**src/rtl/prio_enc_seq.sv**
```systemverilog
// Registered priority encoder with fixed and round-robin arbitration modes.
// Single-stage valid/ready pipeline: one result per cycle, no skid buffer.
module prio_enc_seq #(
  parameter int N = 8,
  localparam int W = $clog2(N)
) (
  input  logic         clk,
  input  logic         rst_n,
  input  logic [N-1:0] req,
  input  logic         mode,
  input  logic         req_valid,
  output logic         req_ready,
  output logic [W-1:0] grant_idx,
  output logic [N-1:0] grant_onehot,
  output logic         none,
  output logic         out_valid,
  input  logic         out_ready
);

  logic         out_valid_q, out_valid_d;
  logic         none_q, none_d;
  logic [W-1:0] grant_idx_q, grant_idx_d;
  logic [N-1:0] grant_onehot_q, grant_onehot_d;
  logic [W-1:0] last_q, last_d;

  logic         accept;
  logic         any_req;
  logic [W-1:0] start_idx;
  logic [W-1:0] fixed_idx;
  logic [W-1:0] rr_idx;
  logic         rr_found;
  logic [W-1:0] sel_idx;

  // Position k steps below s, wrapping modulo N (N need not be a power of two).
  function automatic logic [W-1:0] rr_pos(input logic [W-1:0] s, input int k);
    int p;
    p = (int'(s) + N - k) % N;
    return W'(p);
  endfunction

  assign req_ready = !out_valid_q || out_ready;
  assign accept    = req_valid && req_ready;
  assign any_req   = |req;
  assign start_idx = (last_q == '0) ? W'(N - 1) : last_q - 1'b1;
  assign sel_idx   = mode ? rr_idx : fixed_idx;

  always_comb begin
    fixed_idx = '0;
    for (int i = 0; i < N; i++) begin
      if (req[i]) fixed_idx = W'(i);
    end
  end

  always_comb begin
    rr_idx   = '0;
    rr_found = 1'b0;
    for (int k = 0; k < N; k++) begin
      if (!rr_found && req[rr_pos(start_idx, k)]) begin
        rr_idx   = rr_pos(start_idx, k);
        rr_found = 1'b1;
      end
    end
  end

  // Outputs hold while stalled; a drain without a new accept only drops valid.
  always_comb begin
    out_valid_d    = out_valid_q;
    none_d         = none_q;
    grant_idx_d    = grant_idx_q;
    grant_onehot_d = grant_onehot_q;
    last_d         = last_q;
    if (accept) begin
      out_valid_d    = 1'b1;
      none_d         = !any_req;
      grant_idx_d    = any_req ? sel_idx : '0;
      grant_onehot_d = '0;
      if (any_req) begin
        grant_onehot_d[sel_idx] = 1'b1;
        if (mode) last_d = sel_idx;
      end
    end else if (out_ready) begin
      out_valid_d = 1'b0;
    end
  end

  always_ff @(posedge clk or negedge rst_n) begin
    if (!rst_n) begin
      out_valid_q    <= 1'b0;
      none_q         <= 1'b0;
      grant_idx_q    <= '0;
      grant_onehot_q <= '0;
      last_q         <= '0;
    end else begin
      out_valid_q    <= out_valid_d;
      none_q         <= none_d;
      grant_idx_q    <= grant_idx_d;
      grant_onehot_q <= grant_onehot_d;
      last_q         <= last_d;
    end
  end

  assign out_valid    = out_valid_q;
  assign none         = none_q;
  assign grant_idx    = grant_idx_q;
  assign grant_onehot = grant_onehot_q;

endmodule

```
**config.mk**
```make
export PLATFORM = sky130hd
export DESIGN_NAME = prio_enc_seq
export DESIGN_NICKNAME = d
export VERILOG_FILES = /design/src/rtl/prio_enc_seq.sv
export SDC_FILE = /design/constraint.sdc
export NUM_CORES = 1
export LEC_CHECK = 0
export CORE_ASPECT_RATIO = 1.1
export CORE_MARGIN = 1
export CORE_UTILIZATION = 50
export CTS_BUF_LIST = sky130_fd_sc_hd__clkbuf_8
export DETAILED_ROUTE_END_ITERATION = 8
export PLACE_DENSITY = 0.78
export SLEW_MARGIN = 5
export SYNTH_ARGS = -nofsm -noshare
export SYNTH_HDL_FRONTEND = slang
export SYNTH_SLANG_ARGS = --single-unit
export TNS_END_PERCENT = 50
```
**constraint.sdc**
```tcl
create_clock -name clk -period 4.53 [get_ports clk]
set_clock_uncertainty 0.05 [all_clocks]
set_input_delay 1.1325 -clock clk [delete_from_list [all_inputs] [get_ports clk]]
set_output_delay 1.1325 -clock clk [all_outputs]
set_load 0.01 [all_outputs]
```
==> run_summary.xml, run 1 <==
<?xml version="1.0" encoding="UTF-8"?>
<metrics>
  <group name="timing">
    <metric name="min_period" unit="ns">4.21</metric>
    <metric name="rsz0062_at_grt" unit="">false</metric>
    <metric name="setup-violations-final" unit="">0</metric>
    <metric name="post-route-period-util" unit="%">92.9</metric>
    <metric name="sum_of_negative_setup_slack" unit="ns">0</metric>
    <metric name="tightestPinTransition" unit="ns">0.680</metric>
    <metric name="maxClockFrequency" unit="MHz">238</metric>
    <metric name="slew_headroom" unit="%">54.5</metric>
    <metric name="final_number_of_hold_violating_endpoints" unit="">0</metric>
    <metric name="max_transition_viols_final" unit="">0</metric>
  </group>
  <group name="global_routing">
    <metric name="grt_pass1_wl" unit="um">7470</metric>
    <metric name="first_global_vias" unit="">1611</metric>
    <metric name="aggregate_global_route_resource_usage" unit="%">26.4</metric>
    <metric name="globalRouteOverflowTotal" unit="">0</metric>
    <metric name="grt_antenna_before_repair" unit="">0</metric>
    <metric name="grt_max_degree" unit="">17</metric>
  </group>
  <group name="synthesis">
    <metric name="syn_nets" unit="">207</metric>
    <metric name="synth_top_cells_by_area" unit="">sky130_fd_sc_hd__dfrtp_1, sky130_fd_sc_hd__mux4_2, sky130_fd_sc_hd__mux2i_1</metric>
    <metric name="library_cell_with_the_highest_instance_count_after_synthesis" unit="">sky130_fd_sc_hd__nand2_1</metric>
    <metric name="sequential_cell_area_fraction_in_the_yosys_report" unit="%">23.5</metric>
    <metric name="syn_inst_count" unit="">191</metric>
    <metric name="synth_enable_flop_cells" unit="">0</metric>
    <metric name="asyncSetResetFlopFracSynth" unit="%">100</metric>
    <metric name="synth.ff_latch_count" unit="">16</metric>
    <metric name="synth_flop_cell" unit="">sky130_fd_sc_hd__dfrtp_1</metric>
    <metric name="synth.lib_cells_used.distinct" unit="">55</metric>
    <metric name="avgSynthCellArea" unit="sq um">8.91</metric>
    <metric name="synth.top_cell.area_share" unit="%">23.5</metric>
    <metric name="yosysWarningCount" unit="">0</metric>
    <metric name="synth.cells.most_frequent" unit="">sky130_fd_sc_hd__nand2_1, sky130_fd_sc_hd__dfrtp_1, sky130_fd_sc_hd__o31ai_1</metric>
    <metric name="post-synth-top-area-cell" unit="">sky130_fd_sc_hd__dfrtp_1</metric>
    <metric name="synthesis.area" unit="sq um">1700</metric>
  </group>
  <group name="worst_setup_path">
    <metric name="worstRegToRegCells" unit="">14</metric>
    <metric name="timing_worst_setup_path_type" unit="">register to register</metric>
    <metric name="worst-path-max-fanout" unit="">14</metric>
    <metric name="path_common_cell" unit="">sky130_fd_sc_hd__ha_1</metric>
    <metric name="cp_slowest_cell" unit="">sky130_fd_sc_hd__dfrtp_1</metric>
    <metric name="worst-endpoint-required" unit="ns">4.63</metric>
    <metric name="timing.critical_path.cells" unit="">inv_1 -&gt; ha_1 -&gt; ha_1 -&gt; nor2b_2 -&gt; inv_6 -&gt; ha_1 -&gt; xnor2_2 -&gt; mux4_2 -&gt; mux2i_2 -&gt; o21ai_1 -&gt; a211o_1 -&gt; a21oi_1 -&gt; o22ai_1 -&gt; o31ai_1</metric>
    <metric name="timing.critical_path.arrival" unit="ns">4.31</metric>
    <metric name="critical_path.endpoint_type" unit="">register</metric>
    <metric name="critPathLaunchType" unit="">register</metric>
    <metric name="peak_per_stage_delay_on_the_critical_path" unit="ns">0.60</metric>
  </group>
  <group name="floorplan">
    <metric name="die_height" unit="um">63.2</metric>
    <metric name="fp.dieW" unit="um">57.6</metric>
    <metric name="start_util" unit="%">54.0</metric>
    <metric name="floorplan.die_area" unit="sq um">3640</metric>
    <metric name="rows" unit="">21</metric>
    <metric name="core_area" unit="sq um">3150</metric>
    <metric name="pin_count" unit="">27</metric>
  </group>
  <group name="clock_tree">
    <metric name="root_buffer" unit="">sky130_fd_sc_hd__clkbuf_8</metric>
    <metric name="clock_latency" unit="ns">0.25</metric>
    <metric name="cts_inserted_buffers" unit="">3</metric>
    <metric name="cts.reportedPaths.clkPinSlew" unit="ns">0.06</metric>
    <metric name="htreeDepth" unit="">1</metric>
    <metric name="clockBufferDepth" unit="">2</metric>
    <metric name="hold_buffer_count_at_cts" unit="">0</metric>
    <metric name="cts-resized-gates" unit="">0</metric>
    <metric name="cts_tree" unit="">yes</metric>
    <metric name="numClockSinks" unit="">16</metric>
    <metric name="post_cts_buffers" unit="">0</metric>
  </group>
  <group name="worst_hold_path">
    <metric name="min_delay_path_depth" unit="">2</metric>
    <metric name="timing.hold.worst.class" unit="">register to register</metric>
  </group>
  <group name="placed_design">
    <metric name="port_buffers" unit="">26</metric>
    <metric name="dp_hpwl" unit="um">3500</metric>
    <metric name="placed_area" unit="sq um">1960</metric>
    <metric name="gp_congestion" unit="">0.991</metric>
  </group>
  <group name="routing">
    <metric name="ant_nets" unit="">0</metric>
    <metric name="drc_errors" unit="">4</metric>
    <metric name="routedWlPerCell" unit="um">18.4</metric>
    <metric name="route.detailed.vias_per_inst" unit="">6.79</metric>
    <metric name="drt_pre_antenna_iters" unit="">6</metric>
    <metric name="drt_iter0_drc" unit="">94</metric>
    <metric name="drt-total-wl" unit="um">4480</metric>
    <metric name="num_vias" unit="">1657</metric>
  </group>
  <group name="final_layout">
    <metric name="layout.cell_area.non_filler" unit="sq um">2000</metric>
    <metric name="finalNetCount" unit="">228</metric>
    <metric name="insertedDiodeCount" unit="">0</metric>
    <metric name="area_growth" unit="%">17.8</metric>
    <metric name="drive_above_1_share" unit="%">15.2</metric>
  </group>
  <group name="run_status">
    <metric name="status" unit="">finished, violations left</metric>
    <metric name="failed_checks" unit="">DRC</metric>
  </group>
  <group name="job">
    <metric name="cap_violations" unit="">0</metric>
  </group>
</metrics>
==> layout make-up <==
cell class,instances,area (sq um)
inverter,10,42.5
fill,277,1150
multi-input combinational,152,1190
sequential,16,400
clock buffer,3,41.3
timing repair buffer,29,283
tap,34,42.5
==> routing by layer <==
| metal | vias to the layer above | global-route usage [%] | part of all wire (%) |
|---|---|---|---|
| met3 | 21 | 3.08 | 7.5 |
| li1 | 770 | - | - |
| met1 | 770 | 30.2 | 38 |
| met4 | 0 | 15.9 | 4.7 |
| met2 | 96 | 46.2 | 49 |
| met5 | - | 0 | 0 |
==> through the flow <==
step	utilization, %	instances	setup slack, ns	hold WS [ns]
after floorplan	-	191	0.450	0.399
after global placement	62.3	241	0.603	0.409
after detailed placement	62.3	241	0.384	0.417
after CTS	63.6	244	0.339	0.430
after global routing	63.6	244	0.0200	0.457
final	63.6	244	0.323	0.423
==> worst paths after layout <==
check | startpoint | end | slack (ns)
hold / removal | grant_onehot[1] | grant_onehot[1] | 0.42
max in group asynchronous | rst_n | grant_onehot[2] | 2.75
setup / recovery | last_q[0] | grant_onehot[2] | 0.32
min in group asynchronous | rst_n | none | 1.25
setup reg to reg | last_q[0] | grant_onehot[2] | 0.32
hold reg to reg | grant_onehot[1] | grant_onehot[1] | 0.42
==> registers in the layout, indices dropped and copies added (netlist names) <==
register,count
out_valid,1
none,1
last_q,3
grant_idx,3
grant_onehot,8
==> cell families after synthesis <==
logic type               synth area share [%]
buffers and inverters                    6.25
adder cells (fa/ha/maj)                  2.21
flip-flops                               23.5
AO/OA/AOI/OAI                            26.7
AND/OR/NAND/NOR                          18.2
multiplexers                             20.7
XOR/XNOR                                 2.43
==> critical path: cells and delay by family (launching register included) <==
family	cells	cell delay [ns]
buffers and inverters	2	0.20
DFF	1	0.60
AOI/OAI and AO/OA	5	1.16
and+or+nand+nor	1	0.25
adders and majority gates	3	0.74
muxes	2	0.82
xor gates and xnor gates	1	0.28
==> layout by cell type (no fill, tap or decap), types with 3 or more instances in the layout <==
cell type,count
sky130_fd_sc_hd__clkdlybuf4s50_1,26
sky130_fd_sc_hd__nand2_1,22
sky130_fd_sc_hd__dfrtp_1,16
sky130_fd_sc_hd__o31ai_1,13
sky130_fd_sc_hd__a21oi_1,12
sky130_fd_sc_hd__mux2i_1,10
sky130_fd_sc_hd__inv_1,7
sky130_fd_sc_hd__nor2_1,7
sky130_fd_sc_hd__mux4_2,7
sky130_fd_sc_hd__mux2_2,6
sky130_fd_sc_hd__o21ai_0,6
sky130_fd_sc_hd__nand3b_1,5
sky130_fd_sc_hd__nand3_1,5
sky130_fd_sc_hd__nor3_1,4
sky130_fd_sc_hd__nand2b_1,3
sky130_fd_sc_hd__o21ai_1,3
sky130_fd_sc_hd__o2111ai_1,3
sky130_fd_sc_hd__ha_1,3
sky130_fd_sc_hd__clkbuf_8,3
sky130_fd_sc_hd__buf_4,3
Power of run 1 is left out: the tool's default activity adds up to more than one toggle a clock period on the data nets, which glitch-free logic cannot reach.
==> run 2, diff against run 1 <==
CTS_CLUSTER_DIAMETER = 60   (was unset)
PLACE_DENSITY = 0.81   (was 0.78)
clock period = 3.4 ns   (was 4.53 ns; I/O delays follow)
==> run_summary.xml, run 2 (same netlist as run 1, synthesis figures left out) <==
<?xml version="1.0" encoding="UTF-8"?>
<metrics>
  <group name="run_status">
    <metric name="status" unit="">finished, violations left</metric>
    <metric name="failed_checks" unit="">DRC, setup timing</metric>
  </group>
  <group name="floorplan">
    <metric name="rows" unit="">21</metric>
    <metric name="floorplan.die_area" unit="sq um">3640</metric>
    <metric name="fp.dieW" unit="um">57.6</metric>
    <metric name="core_area" unit="sq um">3150</metric>
    <metric name="pin_count" unit="">27</metric>
    <metric name="die_height" unit="um">63.2</metric>
    <metric name="start_util" unit="%">54.0</metric>
  </group>
  <group name="global_routing">
    <metric name="aggregate_global_route_resource_usage" unit="%">31.7</metric>
    <metric name="first_global_vias" unit="">1914</metric>
    <metric name="globalRouteOverflowTotal" unit="">0</metric>
    <metric name="grt_max_degree" unit="">18</metric>
    <metric name="grt_pass1_wl" unit="um">8920</metric>
    <metric name="grt_antenna_before_repair" unit="">0</metric>
  </group>
  <group name="timing">
    <metric name="rsz0062_at_grt" unit="">true</metric>
    <metric name="fin_ws" unit="ns">-0.0788</metric>
    <metric name="setup-violations-final" unit="">9</metric>
    <metric name="max_transition_viols_final" unit="">0</metric>
    <metric name="slew_headroom" unit="%">54.7</metric>
    <metric name="post-route-period-util" unit="%">102</metric>
    <metric name="tightestPinTransition" unit="ns">0.678</metric>
    <metric name="maxClockFrequency" unit="MHz">287</metric>
    <metric name="final_number_of_hold_violating_endpoints" unit="">0</metric>
    <metric name="min_period" unit="ns">3.48</metric>
  </group>
  <group name="final_layout">
    <metric name="finalNonFillerCells" unit="">272</metric>
    <metric name="fin_util" unit="%">75.8</metric>
    <metric name="area_growth" unit="%">40.4</metric>
    <metric name="drive_above_1_share" unit="%">33.6</metric>
    <metric name="insertedDiodeCount" unit="">0</metric>
    <metric name="layout_commonest_cell" unit="">sky130_fd_sc_hd__buf_4</metric>
    <metric name="finalNetCount" unit="">256</metric>
    <metric name="largest_register_ffs" unit="">8</metric>
    <metric name="layout_common_cells" unit="">sky130_fd_sc_hd__buf_4, sky130_fd_sc_hd__clkdlybuf4s50_1, sky130_fd_sc_hd__nand2_1</metric>
  </group>
  <group name="routing">
    <metric name="ant_nets" unit="">0</metric>
    <metric name="routedWlPerCell" unit="um">20.3</metric>
    <metric name="drt-total-wl" unit="um">5510</metric>
    <metric name="drc_errors" unit="">5</metric>
    <metric name="drt_iter0_drc" unit="">134</metric>
    <metric name="route.detailed.vias_per_inst" unit="">6.75</metric>
    <metric name="drt_pre_antenna_iters" unit="">7</metric>
    <metric name="num_vias" unit="">1835</metric>
  </group>
  <group name="placed_design">
    <metric name="port_buffers" unit="">26</metric>
    <metric name="dp_worst_setup_slack" unit="ns">-0.176</metric>
    <metric name="dp_cells" unit="">263</metric>
    <metric name="gp_congestion" unit="">0.996</metric>
    <metric name="dp_hpwl" unit="um">4120</metric>
  </group>
  <group name="clock_tree">
    <metric name="cts.reportedPaths.clkPinSlew" unit="ns">0.06</metric>
    <metric name="cts_tree" unit="">yes</metric>
    <metric name="clockBufferDepth" unit="">2</metric>
    <metric name="cts_inserted_buffers" unit="">3</metric>
    <metric name="htreeDepth" unit="">1</metric>
    <metric name="clock_latency" unit="ns">0.25</metric>
    <metric name="numClockSinks" unit="">16</metric>
    <metric name="root_buffer" unit="">sky130_fd_sc_hd__clkbuf_8</metric>
  </group>
  <group name="worst_setup_path">
    <metric name="timing.critical_path.arrival" unit="ns">3.57</metric>
    <metric name="worst_r2r_endpoint" unit="">grant_onehot[3]</metric>
    <metric name="worst-path-max-fanout" unit="">4</metric>
    <metric name="critPathLaunchType" unit="">register</metric>
    <metric name="rrSetupSlack" unit="ns">-0.08</metric>
    <metric name="reg2reg_from" unit="">last_q[0]</metric>
    <metric name="worstRegToRegCells" unit="">14</metric>
    <metric name="critical_path.endpoint_type" unit="">register</metric>
    <metric name="timing_worst_setup_path_type" unit="">register to register</metric>
    <metric name="worst-endpoint-required" unit="ns">3.49</metric>
  </group>
  <group name="job">
    <metric name="cap_violations" unit="">0</metric>
  </group>
  <group name="worst_hold_path">
    <metric name="min_delay_path_depth" unit="">2</metric>
    <metric name="hold_path_startpoint" unit="">grant_onehot[0]</metric>
    <metric name="timing.hold.worst.class" unit="">register to register</metric>
    <metric name="min_to" unit="">grant_onehot[0]</metric>
  </group>
</metrics>
[run 2: changes by cell type in the layout (fill, tap and decap cells not counted), sizes merged]
| cell | delta |
|---|---|
| buf | +28 |
[run 2: cell type report]
cell class / instances / area (sq um)
multi-input combinational: 152 / 1360
tap: 34 / 42.5
inverter: 10 / 47.5
fill: 231 / 763
clock buffer: 3 / 41.3
timing repair buffer: 57 / 497
sequential: 16 / 400
[run 2: worst max-delay path by stage]
stage	to	depth (start not counted)	start	slack (ns)
3_5_place_dp	grant_onehot[4]	9	req[7]	-0.18
4_1_cts	grant_onehot[4]	14	last_q[0]	0.004
6_report	grant_onehot[3]	14	last_q[0]	-0.08
5_1_grt	grant_onehot[1]	14	last_q[0]	-0.21
2_1_floorplan	grant_idx[0]	17	last_q[0]	-0.21
3_3_place_gp	grant_onehot[1]	13	last_q[0]	-0.01
[run 2: metrics by stage]
stage	TNS, ns	hold slack [ns]	cell area [sq um]
floorplan	-1.86	0.399	1810
global placement	-0.0601	0.410	2200
detailed placement	-0.785	0.420	2200
CTS	0	0.433	2310
global route	-1.30	0.456	2390
finish	-0.431	0.431	2390
[run 2: timing repair]
item                       CTS  global route
hold buffers                 0             0
buffers inserted             3             3
pin swaps                    4             3
resized for setup           10             9
setup endpoints to repair   10            10
[run 2: critical path, stage by stage (launching register included)]
cell and delay (ns):
sky130_fd_sc_hd__dfrtp_1 0.40, sky130_fd_sc_hd__inv_4 0.05, sky130_fd_sc_hd__ha_4 0.16, sky130_fd_sc_hd__ha_4 0.18, sky130_fd_sc_hd__nor2b_4 0.16, sky130_fd_sc_hd__inv_6 0.04, sky130_fd_sc_hd__ha_4 0.16, sky130_fd_sc_hd__xnor2_4 0.22
sky130_fd_sc_hd__mux4_2 0.58, sky130_fd_sc_hd__mux2i_4 0.23, sky130_fd_sc_hd__a21boi_1 0.13, sky130_fd_sc_hd__o21ai_2 0.21, sky130_fd_sc_hd__o2111ai_4 0.17, sky130_fd_sc_hd__o22a_2 0.33, sky130_fd_sc_hd__o31ai_2 0.29
[run 2: metal layers]
layer | part of all wire [%] | track usage (%) | wire length, um | vias up
li1 | - | - | - | 827
met3 | 7.5 | 4.31 | 411 | 29
met2 | 53 | 57.6 | 2910 | 112
met1 | 35 | 33.8 | 1930 | 867
met4 | 4.7 | 19.5 | 260 | 0
met5 | 0 | 0 | 0 | -
Power of run 2 is left out for the same reason.
